### src/rtl/seg_scan.sv
// seg_scan: six-digit (hh mm ss) multiplexed 7-segment driver.
// Takes packed-BCD seconds/minutes/hours bytes, snapshots them once per
// frame (LOAD), then drives each digit for SCAN_DIV clocks (DRIVE) with an
// optional all-off gap of GAP_CYCLES clocks between digits (GAP).
// seg is {dp,g,f,e,d,c,b,a}, active low; an is active low with an[0] being
// the seconds ones digit and an[5] the hours tens digit.
// Nibble 4'hB is blank, which is how upstream counters make a field blink.
// Optional build macro HOUR_LZ_BLANK_EN: blank a leading zero in hours tens.
// dbg_state_o exposes the FSM state (0=LOAD, 1=DRIVE, 2=GAP).
module seg_scan #(
  parameter int SCAN_DIV   = 50000,
  parameter int GAP_CYCLES = 8
) (
  input  logic       clk,
  input  logic       rst,
  input  logic [7:0] cnt_s,
  input  logic [7:0] cnt_m,
  input  logic [7:0] cnt_h,
  output logic [7:0] seg,
  output logic [5:0] an,
  output logic [1:0] dbg_state_o
);

  // Prescaler is shared by DRIVE and GAP, so it must hold the larger count.
  localparam int MAXV = (SCAN_DIV > GAP_CYCLES) ? SCAN_DIV : GAP_CYCLES;
  localparam int PW   = (MAXV > 1) ? $clog2(MAXV) : 1;
  localparam logic [PW-1:0] TC_DRIVE = PW'(SCAN_DIV - 1);
  localparam logic [PW-1:0] TC_GAP   = PW'((GAP_CYCLES > 0) ? GAP_CYCLES - 1 : 0);

  typedef enum logic [1:0] {
    S_LOAD  = 2'd0,
    S_DRIVE = 2'd1,
    S_GAP   = 2'd2
  } state_t;

  state_t          state_q;
  logic [2:0]      idx_q;
  logic [PW-1:0]   pre_q;
  logic [23:0]     snap_q;
  logic [7:0]      seg_q;
  logic [5:0]      an_q;
  logic [2:0]      idx_inc;
  logic [3:0]      nib_inc;

  // Pick the BCD nibble for a digit index out of the {h,m,s} snapshot.
  function automatic logic [3:0] nib_sel(input logic [23:0] snap, input logic [2:0] idx);
    logic [3:0] n;
    case (idx)
      3'd0:    n = snap[3:0];
      3'd1:    n = snap[7:4];
      3'd2:    n = snap[11:8];
      3'd3:    n = snap[15:12];
      3'd4:    n = snap[19:16];
      default: n = snap[23:20];
    endcase
    return n;
  endfunction

  // Nibble to active-low segments; dp lights on idx 2 and 4 unless blank.
  function automatic logic [7:0] decode(input logic [3:0] nib, input logic [2:0] idx);
    logic [6:0] segs;
    logic       blank;
    logic       dp_n;
    blank = (nib == 4'hB);
`ifdef HOUR_LZ_BLANK_EN
    if (idx == 3'd5 && nib == 4'h0) blank = 1'b1;
`endif
    case (nib)
      4'h0:    segs = 7'h40;
      4'h1:    segs = 7'h79;
      4'h2:    segs = 7'h24;
      4'h3:    segs = 7'h30;
      4'h4:    segs = 7'h19;
      4'h5:    segs = 7'h12;
      4'h6:    segs = 7'h02;
      4'h7:    segs = 7'h78;
      4'h8:    segs = 7'h00;
      4'h9:    segs = 7'h10;
      default: segs = 7'h3F;  // "-" for A, C..F (B handled as blank)
    endcase
    dp_n = !(idx == 3'd2 || idx == 3'd4);
    return blank ? 8'hFF : {dp_n, segs};
  endfunction

  // Next digit index and its nibble, used when advancing to the next digit.
  assign idx_inc = idx_q + 3'd1;
  assign nib_inc = nib_sel(snap_q, idx_inc);

  // Scan FSM; outputs are registered and change on the edge entering a state.
  always_ff @(posedge clk or posedge rst) begin
    if (rst) begin
      state_q <= S_LOAD;
      idx_q   <= 3'd0;
      pre_q   <= '0;
      snap_q  <= 24'h0;
      seg_q   <= 8'hFF;
      an_q    <= 6'h3F;
    end else begin
      case (state_q)
        S_LOAD: begin
          snap_q  <= {cnt_h, cnt_m, cnt_s};
          idx_q   <= 3'd0;
          pre_q   <= '0;
          state_q <= S_DRIVE;
          an_q    <= 6'h3E;
          seg_q   <= decode(cnt_s[3:0], 3'd0);
        end
        S_DRIVE: begin
          if (pre_q == TC_DRIVE) begin
            pre_q <= '0;
            if (GAP_CYCLES > 0) begin
              state_q <= S_GAP;
              an_q    <= 6'h3F;
              seg_q   <= 8'hFF;
            end else if (idx_q == 3'd5) begin
              state_q <= S_LOAD;
              an_q    <= 6'h3F;
              seg_q   <= 8'hFF;
            end else begin
              idx_q <= idx_inc;
              an_q  <= ~(6'd1 << idx_inc);
              seg_q <= decode(nib_inc, idx_inc);
            end
          end else begin
            pre_q <= pre_q + 1'b1;
          end
        end
        S_GAP: begin
          if (pre_q == TC_GAP) begin
            pre_q <= '0;
            if (idx_q == 3'd5) begin
              state_q <= S_LOAD;
              an_q    <= 6'h3F;
              seg_q   <= 8'hFF;
            end else begin
              state_q <= S_DRIVE;
              idx_q   <= idx_inc;
              an_q    <= ~(6'd1 << idx_inc);
              seg_q   <= decode(nib_inc, idx_inc);
            end
          end else begin
            pre_q <= pre_q + 1'b1;
          end
        end
        default: begin
          state_q <= S_LOAD;
          pre_q   <= '0;
          an_q    <= 6'h3F;
          seg_q   <= 8'hFF;
        end
      endcase
    end
  end

  assign seg         = seg_q;
  assign an          = an_q;
  assign dbg_state_o = state_q;

endmodule

### config.mk
export PLATFORM = sky130hd
export DESIGN_NAME = seg_scan
export DESIGN_NICKNAME = d
export VERILOG_FILES = /design/src/rtl/seg_scan.sv
export SDC_FILE = /design/constraint.sdc
export NUM_CORES = 1
export LEC_CHECK = 0
export ABC_AREA = 1
export CAP_MARGIN = 20
export CORE_ASPECT_RATIO = 0.9
export CORE_MARGIN = 2
export CORE_UTILIZATION = 51
export CTS_CLUSTER_DIAMETER = 100
export CTS_CLUSTER_SIZE = 12
export DETAILED_ROUTE_END_ITERATION = 7
export PLACE_DENSITY = 0.77
export SYNTH_ARGS = -nofsm -noshare
export SYNTH_HDL_FRONTEND = slang
export SYNTH_SLANG_ARGS = --single-unit
### constraint.sdc
create_clock -name clk -period 2.25 [get_ports clk]
set_clock_uncertainty 0.05 [all_clocks]
set_input_delay 0.45 -clock clk [delete_from_list [all_inputs] [get_ports clk]]
set_output_delay 0.45 -clock clk [all_outputs]
set_load 0.03 [all_outputs]
==> impl_metrics.json, run 1 <==
{
  "setup_tns_ns": -0.205,
  "die_w_um": 92.0,
  "whs_ns": 0.385,
  "max-cap-violations": 0,
  "firstDrtPassIters": 5,
  "async_reset_ff_frac": 1.00,
  "setup_viol": 5,
  "synth_flop_cell": "dfrtp_1",
  "layout-drive-gt1-share": 0.273,
  "synthCells": 453,
  "ys_types": 39,
  "synth_edf_count": 0,
  "track_usage": 0.241,
  "gr-usage-met2": 0.390,
  "wl_um": 9070,
  "fin_crit_ns": 2.34,
  "drtIter0Drc": 151,
  "vias_per_cell": 5.23,
  "dp_slack_ns": -0.114,
  "num_vias": 3289,
  "worstMarginPinSlew_ns": 0.476,
  "cts_tree": "done",
  "ys_warn_count": 0,
  "antenna_found_initial": 0,
  "area_growth_pct": 34.2,
  "syn_area_um2": 3550,
  "fmax_mhz": 427,
  "cts_root_buf": "clkbuf_8",
  "seq_area_frac_synth": 0.420,
  "power.density_nw_per_um2": 519,
  "critical_path_arrival_ns": 2.56,
  "cp_common_cell": "nand2_1",
  "met3_usage": 0.0617,
  "final_cell_mix": "118 x nand2_1, 43 x dfrtp_1, 41 x clkdlybuf4s50_1",
  "crit_family": "simple AND/OR/NAND/NOR gates",
  "slowest_stage": "dfrtp_2",
  "drc": 0,
  "p_leak_nw": 2.27,
  "violations": "negative setup slack",
  "rows": 28,
  "gp_congestion": 0.870,
  "grt_pass1_vias": 3184,
  "cts_buffers": 9,
  "irDropWorstVdd_v": 0.000324,
  "worstSkewPairLatency_ns": 0.35,
  "layout_setup_ws_ns": -0.0908,
  "clockBufferDepth": 2,
  "synth_nets": 499,
  "required_ns": 2.47,
  "top_usage_layer": "met2",
  "start_util": 0.534,
  "critPathMaxFanout": 5,
  "end_kind": "flip-flop",
  "num-nets-final": 580,
  "hold_viol": 0,
  "ctsHoldBuffers": 0,
  "critPathMaxStageDelay_ns": 0.46,
  "post-route-period-util": 1.04,
  "gr-total-overflow": 0,
  "crit_chain": "ha_4 > inv_4 > nand2_8 > buf_6 > nand4_1 > nand2_1 > nor2_2 > nand3_2 > nand2_4 > inv_4 > buf_4 > ha_4 > a21oi_1 > nand2_1 > nand2_1 > a21oi_2",
  "slew_headroom": 0.682,
  "fillCellCount": 502,
  "start_kind": "flip-flop",
  "grt_pass1_wl_um": 14600,
  "grt_max_degree": 28,
  "mostFrequentLayoutCell": "nand2_1",
  "critical_path_buf_inv_count": 4,
  "die_h_um": 83.2,
  "drtAntennaViolNets": 0,
  "status": "finished with violations",
  "wl_per_cell_um": 14.4,
  "rsz0062_at_grt": "yes",
  "die_area_um2": 7650,
  "startpoint": "idx_q[0]",
  "fin_area_um2": 4770,
  "dp_hpwl_um": 6290,
  "met1_usage": 0.321,
  "ctsHtreeMaxLevel": 3,
  "fin_util": 0.717,
  "clk_pin_slew_worst_paths_ns": 0.07,
  "slew_violations": 0,
  "postSynthAreaPerCell_um2": 7.84,
  "synth-seq-cells": 59,
  "coreArea_um2": 6660,
  "r2r_start": "idx_q[0]",
  "placed_area_um2": 4260,
  "setup.worst_path.class": "flip-flop to flip-flop",
  "n_antenna_cell": 0,
  "portBuffers": 41,
  "hp-class": "input port to asynchronous set/reset pin",
  "io_pins": 42,
  "cts.sinks": 59
}
final cells by class:
type	instances	area [um2]	area share
timing repair buffer	81	731	0.153
clock inverter	6	88.8	0.0186
clock buffer	10	138	0.0289
multi-input combinational	326	1980	0.416
sequential	59	1500	0.314
inverter	57	219	0.0459
tap	90	113	0.0236
power by group:
group          internal, mW  leakage, nW  total [mW]  switching [mW]
Combinational         0.116         1.46       0.252           0.136
Sequential             1.10        0.702        1.12          0.0221
Clock                 0.653        0.108        1.10           0.444
flip-flops by register name, indices dropped and copies added (netlist names):
register,cells
snap_q,24
pre_q,16
seg,8
an,6
idx_q,3
dbg_state_o,2
worst paths after layout:
| check | to | slack (ns) | depth (start not counted) |
|---|---|---|---|
| min in group clk | an[2] | 0.42 | 2 |
| max reg2reg | seg[4] | -0.09 | 16 |
| min reg2reg | an[2] | 0.42 | 2 |
| max in group asynchronous | seg[0] | 1.18 | 3 |
| min | pre_q[6] | 0.39 | 2 |
| max | seg[4] | -0.09 | 16 |
routing by layer:
layer | part of all wire | vias to the layer above
met4 | 0.020 | 0
met2 | 0.48 | 95
met3 | 0.047 | 17
met1 | 0.45 | 1565
met5 | 0 | -
li1 | - | 1612
Yosys cell counts (2+ instances only):
library cell	count	area share
nand2_2	6	0.011
clkbuf_1	7	0.0074
ha_1	20	0.070
nor3_1	8	0.011
xnor2_1	2	0.0049
nand2_1	126	0.13
nor3_2	2	0.0056
xor2_1	6	0.015
a211oi_1	5	0.011
buf_4	2	0.0042
nor2_2	3	0.0053
nor2_4	2	0.0063
nand2_4	4	0.013
clkinv_1	2	0.0021
nor2_1	43	0.045
dfstp_2	14	0.10
dfrtp_1	45	0.32
a31oi_1	2	0.0035
nand4_1	10	0.018
buf_2	2	0.0028
a21oi_2	2	0.0049
nand3_2	6	0.017
o21ai_1	3	0.0042
nand3_1	31	0.044
inv_1	48	0.051
o21ai_0	20	0.028
inv_2	7	0.0074
a21oi_1	14	0.020
cell families after synthesis:
group	share of synthesized area
AND/OR/NAND/NOR	0.328
adder cells (fa/ha/maj)	0.0704
flip-flops	0.420
XOR/XNOR	0.0197
AO/OA/AOI/OAI	0.0838
buffers and inverters	0.0778
through the flow:
step                      total power [mW]  instances
final                                 2.47        629
after floorplan                       1.26        453
after CTS                             2.49        623
after detailed placement              1.37        603
after global placement                1.37        603
after global routing                  2.58        629
timing repair:
item,CTS,global route
resized for setup,22,35
endpoints found under the setup margin,8,12
cloned,0,1
pin swaps,3,23
buffers inserted,4,5
Power figures use the tool's default switching activity.
==> inputs of run 2 (changes only) <==
--- a/config.mk
+++ b/config.mk
@@ -9,11 +9,12 @@
 export CAP_MARGIN = 20
 export CORE_ASPECT_RATIO = 0.9
 export CORE_MARGIN = 2
-export CORE_UTILIZATION = 51
+export CORE_UTILIZATION = 55
 export CTS_CLUSTER_DIAMETER = 100
 export CTS_CLUSTER_SIZE = 12
 export DETAILED_ROUTE_END_ITERATION = 7
-export PLACE_DENSITY = 0.77
+export HOLD_SLACK_MARGIN = 0.06
+export PLACE_DENSITY = 0.79
 export SYNTH_ARGS = -nofsm -noshare
 export SYNTH_HDL_FRONTEND = slang
 export SYNTH_SLANG_ARGS = --single-unit
==> constraint.sdc (replaced) <==
create_clock -name clk -period 3 [get_ports clk]
set_clock_uncertainty 0.05 [all_clocks]
set_input_delay 0.6 -clock clk [delete_from_list [all_inputs] [get_ports clk]]
set_output_delay 0.6 -clock clk [all_outputs]
set_load 0.03 [all_outputs]
==> impl_metrics.json, run 2 (synthesis gave the netlist of run 1 again) <==
{
  "coreArea_um2": 6180,
  "rows": 27,
  "drc": 0,
  "p_leak_nw": 2.06,
  "slew_headroom": 0.611,
  "setup_tns_ns": 0,
  "fmax_mhz": 387,
  "max-cap-violations": 0,
  "rsz0062_at_grt": "no",
  "setup_viol": 0,
  "area_growth_pct": 20.1,
  "cts_tree": "done",
  "die_h_um": 80.3,
  "routed-wl-met3_um": 605,
  "io_pins": 42,
  "antenna_found_initial": 0,
  "grt_pass1_wl_um": 13900,
  "drtAntennaViolNets": 0,
  "clk_pin_slew_worst_paths_ns": 0.07,
  "topRoutingLayerUsed": "met4",
  "num_vias": 3088,
  "fin_crit_ns": 2.59,
  "mostFrequentLayoutCell": "nand2_1",
  "drtIter0Drc": 199,
  "critPathMaxFanout": 10,
  "power.density_nw_per_um2": 421,
  "ctsHoldBuffers": 0,
  "firstDrtPassIters": 5,
  "portBuffers": 41,
  "hold_viol": 0,
  "start_util": 0.575,
  "dp_hpwl_um": 6190,
  "cts_root_buf": "clkbuf_8",
  "die_area_um2": 7120,
  "num-nets-final": 544,
  "critical_path_arrival_ns": 2.81,
  "wl_met2_um": 3840,
  "ctsHtreeMaxLevel": 3,
  "grt_pass1_vias": 2961,
  "hp-class": "flip-flop to flip-flop",
  "worst-r2r-setup-slack_ns": 0.41,
  "worstSkewPairLatency_ns": 0.35,
  "largest_register_ffs": 24,
  "required_ns": 3.22,
  "gp_congestion": 0.936,
  "clockBufferDepth": 2,
  "postCtsSetupBuffers": 0,
  "n_antenna_cell": 0,
  "start_kind": "flip-flop",
  "gr-total-overflow": 0,
  "irDropWorstVdd_v": 0.000213,
  "die_w_um": 88.7,
  "wl_per_cell_um": 14.2,
  "wl_um": 8350,
  "setup.worst_path.class": "flip-flop to flip-flop",
  "top_register": "snap_q",
  "fin_util": 0.691,
  "met1Wirelength_um": 3830,
  "final_cell_mix": "126 x nand2_1, 47 x inv_1, 45 x dfrtp_1",
  "slew_violations": 0,
  "grt_max_degree": 35,
  "post-route-period-util": 0.862,
  "track_usage": 0.258,
  "cts.sinks": 59,
  "cts_resized": 0,
  "cts_buffers": 9,
  "worstMarginPinSlew_ns": 0.583,
  "end_kind": "flip-flop",
  "vias_per_cell": 5.23,
  "layout-drive-gt1-share": 0.137,
  "status": "completed"
}
## run 2: cell count changes in the layout (fill, tap and decap cells not counted), moves of 3 or more
cell,before,now
buf_4,37,4
ha_1,12,20
inv_1,39,47
nand2_1,118,126
inv_2,14,8
ha_4,5,0
nor2_1,38,43
nand2_4,8,4
nand3_1,27,31
nand3_2,10,6
nor2_2,7,3
ha_2,3,0
nand2_2,9,6
## run 2: layer usage
metal | global-route usage | vias up
met4 | 0.0682 | 0
met3 | 0.0904 | 5
met2 | 0.404 | 113
met5 | 0 | -
li1 | - | 1542
met1 | 0.337 | 1428
## run 2: layout make-up
class | count | area (um2)
clock buffers | 11 | 131
clock inverters | 5 | 77.6
fillers | 533 | 1910
inverters | 57 | 214
multi-input cells | 325 | 1780
flip-flops and latches | 59 | 1490
well taps | 87 | 109
repair buffers | 46 | 460
## run 2: stage by stage
stage	hold WS, ns	power (mW)	std cells	setup slack [ns]	cell area (um2)
floorplan	0.381	0.947	453	0.803	3550
finish	0.406	1.80	590	0.415	4270
CTS	0.410	1.81	590	0.420	4270
global placement	0.396	1.02	574	0.589	4060
global route	0.433	1.86	590	0.142	4270
detailed placement	0.401	1.03	574	0.443	4060
## run 2: report_power, final
| group | internal (mW) | switching (mW) |
|---|---|---|
| clock network | 0.465 | 0.318 |
| registers | 0.827 | 0.0170 |
| logic | 0.0747 | 0.0942 |
| total | 1.37 | 0.429 |
## run 2: worst paths after layout
path	startpoint	end	cells past startpoint
min	pre_q[0]	pre_q[0]	1
min in group asynchronous	rst	snap_q[17]	2
max in group asynchronous	rst	an[3]	3
min reg2reg	pre_q[0]	pre_q[0]	1
max	idx_q[1]	seg[3]	15
max reg2reg	idx_q[1]	seg[3]	15
## run 2: worst max-delay path, stage by stage (launching register included)
cell and delay, ns:
dfrtp_1 0.40, ha_1 0.42, inv_1 0.14, nand3_1 0.12, nand2_2 0.11, nand3_2 0.13
nand3_1 0.09, nand2_1 0.17, inv_1 0.09, ha_1 0.28, inv_1 0.03, nand2_1 0.08
nand3_1 0.08, nand4_1 0.10, nand2_1 0.05, a21oi_1 0.15
